**config.mk**
```make
export PLATFORM = sky130hd
export DESIGN_NAME = corevx_ptw
export DESIGN_NICKNAME = d
export VERILOG_FILES = /design/src/rtl/corevx_ptw_pkg.sv /design/src/rtl/corevx_ptw_pte_check.sv /design/src/rtl/corevx_ptw.sv
export SDC_FILE = /design/constraint.sdc
export NUM_CORES = 1
export LEC_CHECK = 0
export CORE_ASPECT_RATIO = 0.8
export CORE_MARGIN = 2
export CORE_UTILIZATION = 43
export CTS_CLUSTER_DIAMETER = 40
export DETAILED_ROUTE_END_ITERATION = 7
export PLACE_DENSITY_LB_ADDON = 0.1
export RECOVER_POWER = 100
export SETUP_SLACK_MARGIN = 0.2
export SLEW_MARGIN = 30
export SYNTH_ARGS = -nofsm -noshare
export SYNTH_HDL_FRONTEND = slang
export SYNTH_SLANG_ARGS = --single-unit
```
**constraint.sdc**
```tcl
create_clock -name clk -period 2.8 [get_ports clk]
set_input_delay 0.56 -clock clk [delete_from_list [all_inputs] [get_ports clk]]
set_output_delay 0.56 -clock clk [all_outputs]
set_load 0.03 [all_outputs]
```
**src/rtl/corevx_ptw_pkg.sv**
```systemverilog
`default_nettype none
// ============================================================================
// Module      : corevx_ptw_defs (package)
// Description : Shared types and constants for the Sv32 page-table walker:
//               FSM state encoding, PTE bit indices (also used by the TLB
//               accesstag), PTE PPN field position and the Sv32 level count.
// Revision    : 1.0 - initial release
// ============================================================================
package corevx_ptw_defs;

    // Walker states
    typedef enum logic [1:0] {
        ST_IDLE  = 2'd0,
        ST_ISSUE = 2'd1,
        ST_WAIT  = 2'd2,
        ST_DONE  = 2'd3
    } ptw_state_t;

    // PTE / accesstag bit indices
    localparam int unsigned c_PTE_V = 0;
    localparam int unsigned c_PTE_R = 1;
    localparam int unsigned c_PTE_W = 2;
    localparam int unsigned c_PTE_X = 3;
    localparam int unsigned c_PTE_U = 4;
    localparam int unsigned c_PTE_G = 5;
    localparam int unsigned c_PTE_A = 6;
    localparam int unsigned c_PTE_D = 7;

    // PTE PPN field [31:10]
    localparam int unsigned c_PTE_PPN_LSB = 10;
    localparam int unsigned c_PTE_PPN_MSB = 31;
    localparam int unsigned c_PPN_W       = c_PTE_PPN_MSB - c_PTE_PPN_LSB + 1;
    localparam int unsigned c_VPN_SEG_W   = 10;

    // Sv32 has two translation levels
    localparam int unsigned c_SV32_LEVELS = 2;
    localparam int unsigned c_LEVEL_W     = $clog2(c_SV32_LEVELS);
    typedef logic [c_LEVEL_W-1:0] level_t;
    localparam level_t c_LEVEL_TOP = level_t'(c_SV32_LEVELS - 1);

    // Extract the PPN field of a PTE
    function automatic logic [c_PPN_W-1:0] pte_ppn(input logic [31:0] pte);
        return pte[c_PTE_PPN_MSB:c_PTE_PPN_LSB];
    endfunction

endpackage : corevx_ptw_defs
`default_nettype wire

```
**src/rtl/corevx_ptw_pte_check.sv**
```systemverilog
`default_nettype none
// ============================================================================
// Module      : corevx_ptw_pte_check
// Description : Combinational classification of one fetched PTE into
//               leaf / next-level pointer / pagefault / accessfault.
//               Exactly one output is high for every input combination.
// Revision    : 1.0 - initial release
// ============================================================================
module corevx_ptw_pte_check
    import corevx_ptw_defs::*;
(
    input  logic [31:0] i_pte,
    input  level_t      i_level,
    input  logic        i_error,
    output logic        o_leaf,
    output logic        o_next,
    output logic        o_pagefault,
    output logic        o_accessfault
);

    logic [c_PPN_W-1:0] w_ppn;
    logic               w_unused_bits;

    assign w_ppn         = pte_ppn(i_pte);
    // U/G/A/D and RSW are carried to the TLB but do not affect the walk
    assign w_unused_bits = ^i_pte[9:4];

    // Bus error dominates; then invalid encodings; then leaf vs pointer
    always_comb begin
        o_leaf        = 1'b0;
        o_next        = 1'b0;
        o_pagefault   = 1'b0;
        o_accessfault = 1'b0;
        if (i_error) begin
            o_accessfault = 1'b1;
        end else if (!i_pte[c_PTE_V] || (!i_pte[c_PTE_R] && i_pte[c_PTE_W])) begin
            o_pagefault = 1'b1;
        end else if (i_pte[c_PTE_R] || i_pte[c_PTE_X]) begin
            // A top-level leaf is a 4 MiB superpage and must be aligned
            if ((i_level != '0) && (w_ppn[c_VPN_SEG_W-1:0] != '0))
                o_pagefault = 1'b1;
            else
                o_leaf = 1'b1;
        end else if (i_level == '0) begin
            o_pagefault = 1'b1;
        end else begin
            o_next = 1'b1;
        end
    end

endmodule : corevx_ptw_pte_check
`default_nettype wire

```
**src/rtl/corevx_ptw.sv**
```systemverilog
`default_nettype none
// ============================================================================
// Module      : corevx_ptw
// Description : Sv32 hardware page-table walker. Takes a VPN on a TLB miss,
//               reads one or two PTEs on a dedicated read port and returns
//               the leaf PPN + accesstag, a pagefault or an access fault.
// Revision    : 1.0 - initial release
// ============================================================================
module corevx_ptw
    import corevx_ptw_defs::*;
(
    input  logic        clk,
    input  logic        rst,
    input  logic        resolve_request,
    input  logic [19:0] resolve_virtual_address,
    input  logic [21:0] csr_satp_ppn,
    output logic        resolve_done,
    output logic        resolve_pagefault,
    output logic        resolve_accessfault,
    output logic [21:0] resolve_physical_address,
    output logic [7:0]  resolve_access_bits,
    output logic        resolve_busy,
    output logic        mem_read,
    output logic [33:0] mem_address,
    input  logic        mem_waitrequest,
    input  logic        mem_readdatavalid,
    input  logic [31:0] mem_readdata,
    input  logic        mem_error
);

    ptw_state_t         r_state;
    ptw_state_t         w_next_state;
    logic [19:0]        r_vpn;
    logic [c_PPN_W-1:0] r_table_ppn;
    level_t             r_level;
    logic               r_pagefault;
    logic               r_accessfault;
    logic [c_PPN_W-1:0] r_ppn;
    logic [7:0]         r_bits;

    logic [c_VPN_SEG_W-1:0] w_vpn_seg;
    logic [c_PPN_W-1:0]     w_pte_ppn;
    logic [c_PPN_W-1:0]     w_leaf_ppn;
    logic                   w_rsp;
    logic                   w_leaf;
    logic                   w_next;
    logic                   w_pagefault;
    logic                   w_accessfault;
    logic                   w_unused_rsw;

    assign w_vpn_seg    = (r_level != '0) ? r_vpn[19:10] : r_vpn[9:0];
    assign w_pte_ppn    = pte_ppn(mem_readdata);
    // Superpage leaf: low PPN bits come from the untranslated vpn0
    assign w_leaf_ppn   = (r_level != '0) ? {w_pte_ppn[c_PPN_W-1:c_VPN_SEG_W], r_vpn[9:0]}
                                          : w_pte_ppn;
    assign w_rsp        = (r_state == ST_WAIT) && mem_readdatavalid;
    assign w_unused_rsw = ^mem_readdata[9:8];

    corevx_ptw_pte_check u_pte_check (
        .i_pte         (mem_readdata),
        .i_level       (r_level),
        .i_error       (mem_error),
        .o_leaf        (w_leaf),
        .o_next        (w_next),
        .o_pagefault   (w_pagefault),
        .o_accessfault (w_accessfault)
    );

    // State register
    always_ff @(posedge clk or posedge rst) begin
        if (rst) r_state <= ST_IDLE;
        else     r_state <= w_next_state;
    end

    // Next-state logic
    always_comb begin
        w_next_state = r_state;
        case (r_state)
            ST_IDLE:  if (resolve_request) w_next_state = ST_ISSUE;
            ST_ISSUE: if (!mem_waitrequest) w_next_state = ST_WAIT;
            ST_WAIT:  if (w_rsp) w_next_state = w_next ? ST_ISSUE : ST_DONE;
            ST_DONE:  w_next_state = ST_IDLE;
            default:  w_next_state = ST_IDLE;
        endcase
    end

    // Walk context and result registers; results only change on completion
    always_ff @(posedge clk or posedge rst) begin
        if (rst) begin
            r_vpn         <= '0;
            r_table_ppn   <= '0;
            r_level       <= '0;
            r_pagefault   <= 1'b0;
            r_accessfault <= 1'b0;
            r_ppn         <= '0;
            r_bits        <= '0;
        end else if ((r_state == ST_IDLE) && resolve_request) begin
            r_vpn       <= resolve_virtual_address;
            r_table_ppn <= csr_satp_ppn;
            r_level     <= c_LEVEL_TOP;
        end else if (w_rsp && w_next) begin
            r_table_ppn <= w_pte_ppn;
            r_level     <= '0;
        end else if (w_rsp) begin
            r_pagefault   <= w_pagefault;
            r_accessfault <= w_accessfault;
            r_ppn         <= w_leaf ? w_leaf_ppn : '0;
            r_bits        <= w_leaf ? mem_readdata[7:0] : '0;
        end
    end

    assign mem_read                 = (r_state == ST_ISSUE);
    assign mem_address              = mem_read ? {r_table_ppn, w_vpn_seg, 2'b00} : '0;
    assign resolve_done             = (r_state == ST_DONE);
    assign resolve_busy             = (r_state != ST_IDLE);
    assign resolve_pagefault        = r_pagefault;
    assign resolve_accessfault      = r_accessfault;
    assign resolve_physical_address = r_ppn;
    assign resolve_access_bits      = r_bits;

endmodule : corevx_ptw
`default_nettype wire

```
# ---- Yosys cells after proc, flatten, opt, wreduce, memory -nomap -nowiden
# Index checks and enable logic that the tools add are counted.
dict set report word_totals {
  regBits 77
  latch_bits 0
  mem_bits_rw 0
  rom_bits 0
  in_bits 80
  out_inout_bits 69
  elab_cells 59
  memories 0
}
dict set report op_classes {
  add_sub_neg 0
  multipliers 0
  div 0
  n_lt_le_gt_ge 0
  eq_ne 6
  shifts 0
  n_mux 28
  n_bitwise 2
  reduce_logical 15
}
# operator n
set ops {}
lappend ops {{22-bit two-way mux} 3}
lappend ops {{34-bit two-way mux} 1}
lappend ops {{10-bit two-way mux} 2}
lappend ops {{1-bit two-way mux} 16}
lappend ops {{10-bit nonzero test} 1}
lappend ops {{2-bit two-way mux} 4}
lappend ops {{8-bit two-way mux} 1}
lappend ops {{2-bit case mux with 4 select lines} 1}
lappend ops {{2-bit != test, second input constant} 3}
lappend ops {{3-bit AND reduction} 2}
lappend ops {{1-bit logical AND} 5}
lappend ops {{2-bit equality test, second input constant} 2}
lappend ops {{2-bit nonzero test} 2}
lappend ops {{2-bit by 1-bit equality test with 1-bit output, second input constant} 1}
lappend ops {{1-bit zero test} 2}
lappend ops {{2-bit zero test} 1}
lappend ops {{1-bit logical OR} 2}
lappend ops {{1-bit inverter} 2}

# ---- Longest topological paths before layout
dict set report logic_depth {
  word_depth 8
  mapped_depth 6
  ltp_nobuf 4
}

# ---- Modules after synthesis
# A second synthesis with hierarchy kept.
dict set report unflattened {
  cells_unflattened 355
  area_unflattened_um2 3701.0
}
# mod n_inst cells_each area_per_inst_um2 seq_area_each_um2
set by_module_without_submodules {}
lappend by_module_without_submodules {corevx_ptw 1 341 3603.5 1926.8}
lappend by_module_without_submodules {corevx_ptw_pte_check 1 14 97.6 0.0}

# ---- Worst setup path before layout
# No wires, ideal clock.
dict set report synth_timing {
  path_type {register to output}
  start {register r_state[1]}
  end {output mem_address[24]}
  arrival_ns 1.447
  t_required_ns 2.240
  setup_slack_ns 0.793
  path_stages_with_launch 5
  path_buffers 1
  path_cell_list {dfrtp_1 nand2b_1 inv_1 clkbuf_1 and2_1}
}
dict set report synth_between {
  elab_chain_len 2
}
# item line_no
set synth_lines {}
lappend synth_lines {{start: declaration} corevx_ptw.sv:31} ;# ptw_state_t r_state;
lappend synth_lines {{start signal: assignment} corevx_ptw.sv:72} ;# else r_state <= w_next_state;
lappend synth_lines {{2-bit by 1-bit equality test with 1-bit output} corevx_ptw.sv:112} ;# assign mem_read = (r_state == ST_ISSUE);
lappend synth_lines {{via mem_read} corevx_ptw.sv:23} ;# output logic mem_read,
lappend synth_lines {{34-bit two-way mux} corevx_ptw.sv:113} ;# assign mem_address = mem_read ? {r_table_ppn, w_vpn_seg, 2'b00} : '0;
lappend synth_lines {{end: declaration} corevx_ptw.sv:24} ;# output logic [33:0] mem_address,
# The timed path passes the listed nets, and every way through them passes these cells.

# ---- Worst setup path after layout
dict set report layout_timing {
  start {register r_state[1]}
  end {output mem_address[22]}
}
dict set report layout_between {
  elab_chain_len 2
}
# item line_no
set layout_lines {}
lappend layout_lines {{2-bit by 1-bit equality test with 1-bit output} corevx_ptw.sv:112}
lappend layout_lines {{34-bit two-way mux} corevx_ptw.sv:113}
# No other way between the ends.

==> metrics.md <==
| Metric | Value |
|---|---|
| Yosys top cell area share | 51.82% |
| Synthesized-area fraction occupied by adder cells | 0% |
| Largest family of logic cells by synthesized area | multiplexers |
| Post-Place Cell Area | 5260 sq um |
| CTS tree | yes |
| Critical path class | reg2out |
| Synth-to-Final Area Change | 42.73% |
| RSZ-0062 raised after global routing | no |
| Largest stage delay, worst path | 0.42 ns |
| Final WL | 9.645 mm |
| Syn Inst Count | 361 |
| Wire per inst | 15.56 microns |
| Multiplexer share of the synthesized area | 17.63% |
| Largest area contributor in the netlist | dfrtp_1 |
| Complex-gate fraction of the synthesized area | 10.09% |
| Remaining global-route overflow | 0 |
| Sequential share of the synthesized area | 51.82% |
| Reg2reg setup slack | 0.46 ns |
| Critical path required time | 2.24 ns |
| CP max-delay cell | dfrtp_1 |
| Period utilization | 90.67% |
| HP Class | reg2reg |
| FF-to-FF path depth | 4 |
| Antenna Cells | 0 |
| FF-to-FF End | r_vpn[7] |
| Gr usage total | 21.29% |
| Die height | 87.18 microns |
| IO Count | 149 |
| Top cells by area, synth | dfrtp_1 52%, mux2i_1 12%, nand2_1 7.8%, mux2_2 6.1%, and2_1 3.9% |
| Total power | 0.004264 W |
| Final nets | 583 |
| Reg2reg start | r_state[0] |
| Core area | 8446 sq um |
| IO buf count | 144 |
| Design area | 5308 sq um |
| Simple-Gate Fraction of Synth Area | 16.35% |
| Die width | 108.0 microns |
| Count of cell types in the netlist | 33 |
| Slew Limit Fails | 0 |
| Most frequent cells in the layout | 77 x nand2_1, 77 x dfrtp_1, 74 x clkdlybuf4s50_1 |
| Slew margin rel. | 11.88% |
| Worst-path fanout max | 22 |
| Vias per cell | 4.955 |
| Peak supply drop | 398.7 uV |
| CP top delay family | buffers and inverters |
| DP Wirelength | 6.922 mm |
| Final worst path period need | 2.539 ns |
| Vias | 3,072 |
| Arrival time at the worst endpoint | 1.98 ns |
| FILL cells | 761 |
| Hold path cells | 2 |
| CTS Buffer Depth | 2 |
| CTS Root Cell | clkbuf_8 |
| Final number of setup-violating endpoints | 0 |
| WP buf/inv | 3 |
| Initial antenna violation count | 0 |
| Setup crit end kind | output port |
| Layout cell share with drive strength beyond 1 | 13.39% |
| Max Clock Skew | 0.01176 ns |
| Leak pwr | 2.578 nW |
| Slew @ Worst Pin | 1.315 ns |
| Max-cap viol count | 0 |
| Initial Util | 44.03% |
| DRC Markers | 0 |
| Antenna-violating nets left | 0 |
| Setup TNS | 0 ns |
| Pwr dens | 803.5 nW/um^2 |
| Worst skew pair latency | 0.35 ns |
| First-pass GRT wire length | 15.41 mm |
| Worst Hold Path EP | resolve_physical_address[3] |
| Mapped Avg Cell Area | 10.30 sq um |
| GPL Wtd Cong | 0.8238 |
| Netlist area before placement | 3719 sq um |
| Number of DRC violations after detailed-routing iteration 0 | 102 |
| Ys Warns | 0 |
| Hold Crit Start | resolve_physical_address[3] |
| Largest net degree at the start of global routing | 66 |
| Vias in the first global route | 3,035 |
| DRT Pass-1 Iters | 4 |
| Startpoint Class | register |
| Sink Count | 77 |
| Synth Area in XOR/XNOR | 0% |
| Setup bufs post-CTS | 0 |
| Row count | 30 |
| H-tree levels | 3 |
| CTS buffer count | 9 |
| Status | finished, final reports clean |
| Die ar. | 9412 sq um |
| Max Freq | 393.9 MHz |
| Crit-path cells | nand2b_2 -> inv_1 -> buf_4 -> and2_1 -> clkbuf_1 |
| Final Hold Violating Endpoints | 0 |
| CP Launch Point | r_state[1] |
| FF+latch count, synth | 77 |
| Clock slew at the register clock pins of the worst setup and hold paths | 0.08 ns |
[state kept, by name (all words and copies together) (netlist names)]
signal                    flops
r_table_ppn                  22
resolve_physical_address     22
r_vpn                        20
resolve_access_bits           8
r_state                       2
r_level                       1
resolve_accessfault           1
resolve_pagefault             1
[cells by family after synthesis]
family,after synthesis
compound gates,63
buf+inv,29
flops,77
mux,63
other cells,1
simple gates,128
[tightest hold or removal path, cell delays in order (launching register included)]
cell	delay (ns)
dfrtp_1	0.34
nand2_1	0.05
o31ai_1	0.05
[synthesized netlist by cell type]
| master | count |
|---|---|
| nor4_2 | 2 |
| buf_6 | 2 |
| a21oi_1 | 1 |
| buf_1 | 1 |
| and2_1 | 23 |
| nor4b_4 | 1 |
| nand3_2 | 1 |
| or2_1 | 1 |
| buf_2 | 8 |
| nand2_1 | 77 |
| o31ai_1 | 9 |
| a21oi_2 | 1 |
| mux2i_1 | 43 |
| dfrtp_1 | 77 |
| nand3b_1 | 1 |
| conb_1 | 1 |
| a31o_2 | 1 |
| buf_4 | 4 |
| and3b_1 | 1 |
| o31ai_4 | 1 |
| nand3_1 | 2 |
| a211o_1 | 1 |
| a31oi_1 | 1 |
| o221ai_1 | 1 |
| o21ai_1 | 23 |
| inv_1 | 3 |
| o21ai_0 | 22 |
| nor2b_1 | 2 |
| nor2_1 | 14 |
| mux2_2 | 20 |
| clkbuf_1 | 11 |
| a21o_1 | 2 |
| nand2b_1 | 3 |
[layer usage]
metal / up-vias / GRT usage [%] / share of wire, %
met2: 95 / 32.19 / 45
met5: - / 0 / 0
met3: 6 / 6.432 / 6.1
met1: 1460 / 30.36 / 48
li1: 1511 / - / -
met4: 0 / 4.662 / 0.92
[worst max path at each step]
stage	endpoint	slack, ns	cells past startpoint
floorplan	r_level	0.27	1
global placement	resolve_physical_address[9]	0.43	6
detailed placement	resolve_physical_address[5]	0.36	6
CTS	mem_address[7]	0.20	3
global route	mem_address[29]	0.11	5
finish	mem_address[22]	0.26	5
[repair_timing]
action | 4_1_cts | 5_1_grt
cloned | 0 | 0
endpoints found under the setup margin | 33 | 10
resized for setup | 2 | 10
hold buffers | 0 | 0
[metrics by stage]
stage | hold slack (ns) | utilization [%] | instances | worst slack (ns)
global route | 0.5035 | 62.84 | 620 | 0.1062
detailed placement | 0.4701 | 62.28 | 604 | 0.3577
CTS | 0.4886 | 64.30 | 620 | 0.2001
floorplan | 0.4804 | - | 362 | 0.2733
finish | 0.4750 | 62.84 | 620 | 0.2611
global placement | 0.4621 | 62.28 | 604 | 0.4262
[power by group]
| part | switching, W | internal [W] |
|---|---|---|
| Sequential | 0.000204 | 0.00146 |
| Clock | 0.000407 | 0.000324 |
| Combinational | 0.00111 | 0.000757 |
[layout make-up]
| class | count | area (sq um) | area share (%) |
|---|---|---|---|
| sequential | 77 | 1927 | 36.30 |
| timing repair buffer | 156 | 1424 | 26.83 |
| inverter | 3 | 12.51 | 0.2357 |
| tap | 112 | 140.1 | 2.640 |
| multi-input combinational | 256 | 1635 | 30.81 |
| clock inverter | 5 | 37.54 | 0.7072 |
| clock buffer | 11 | 131.4 | 2.475 |
Note: power is estimated with default switching activity, not from simulation.
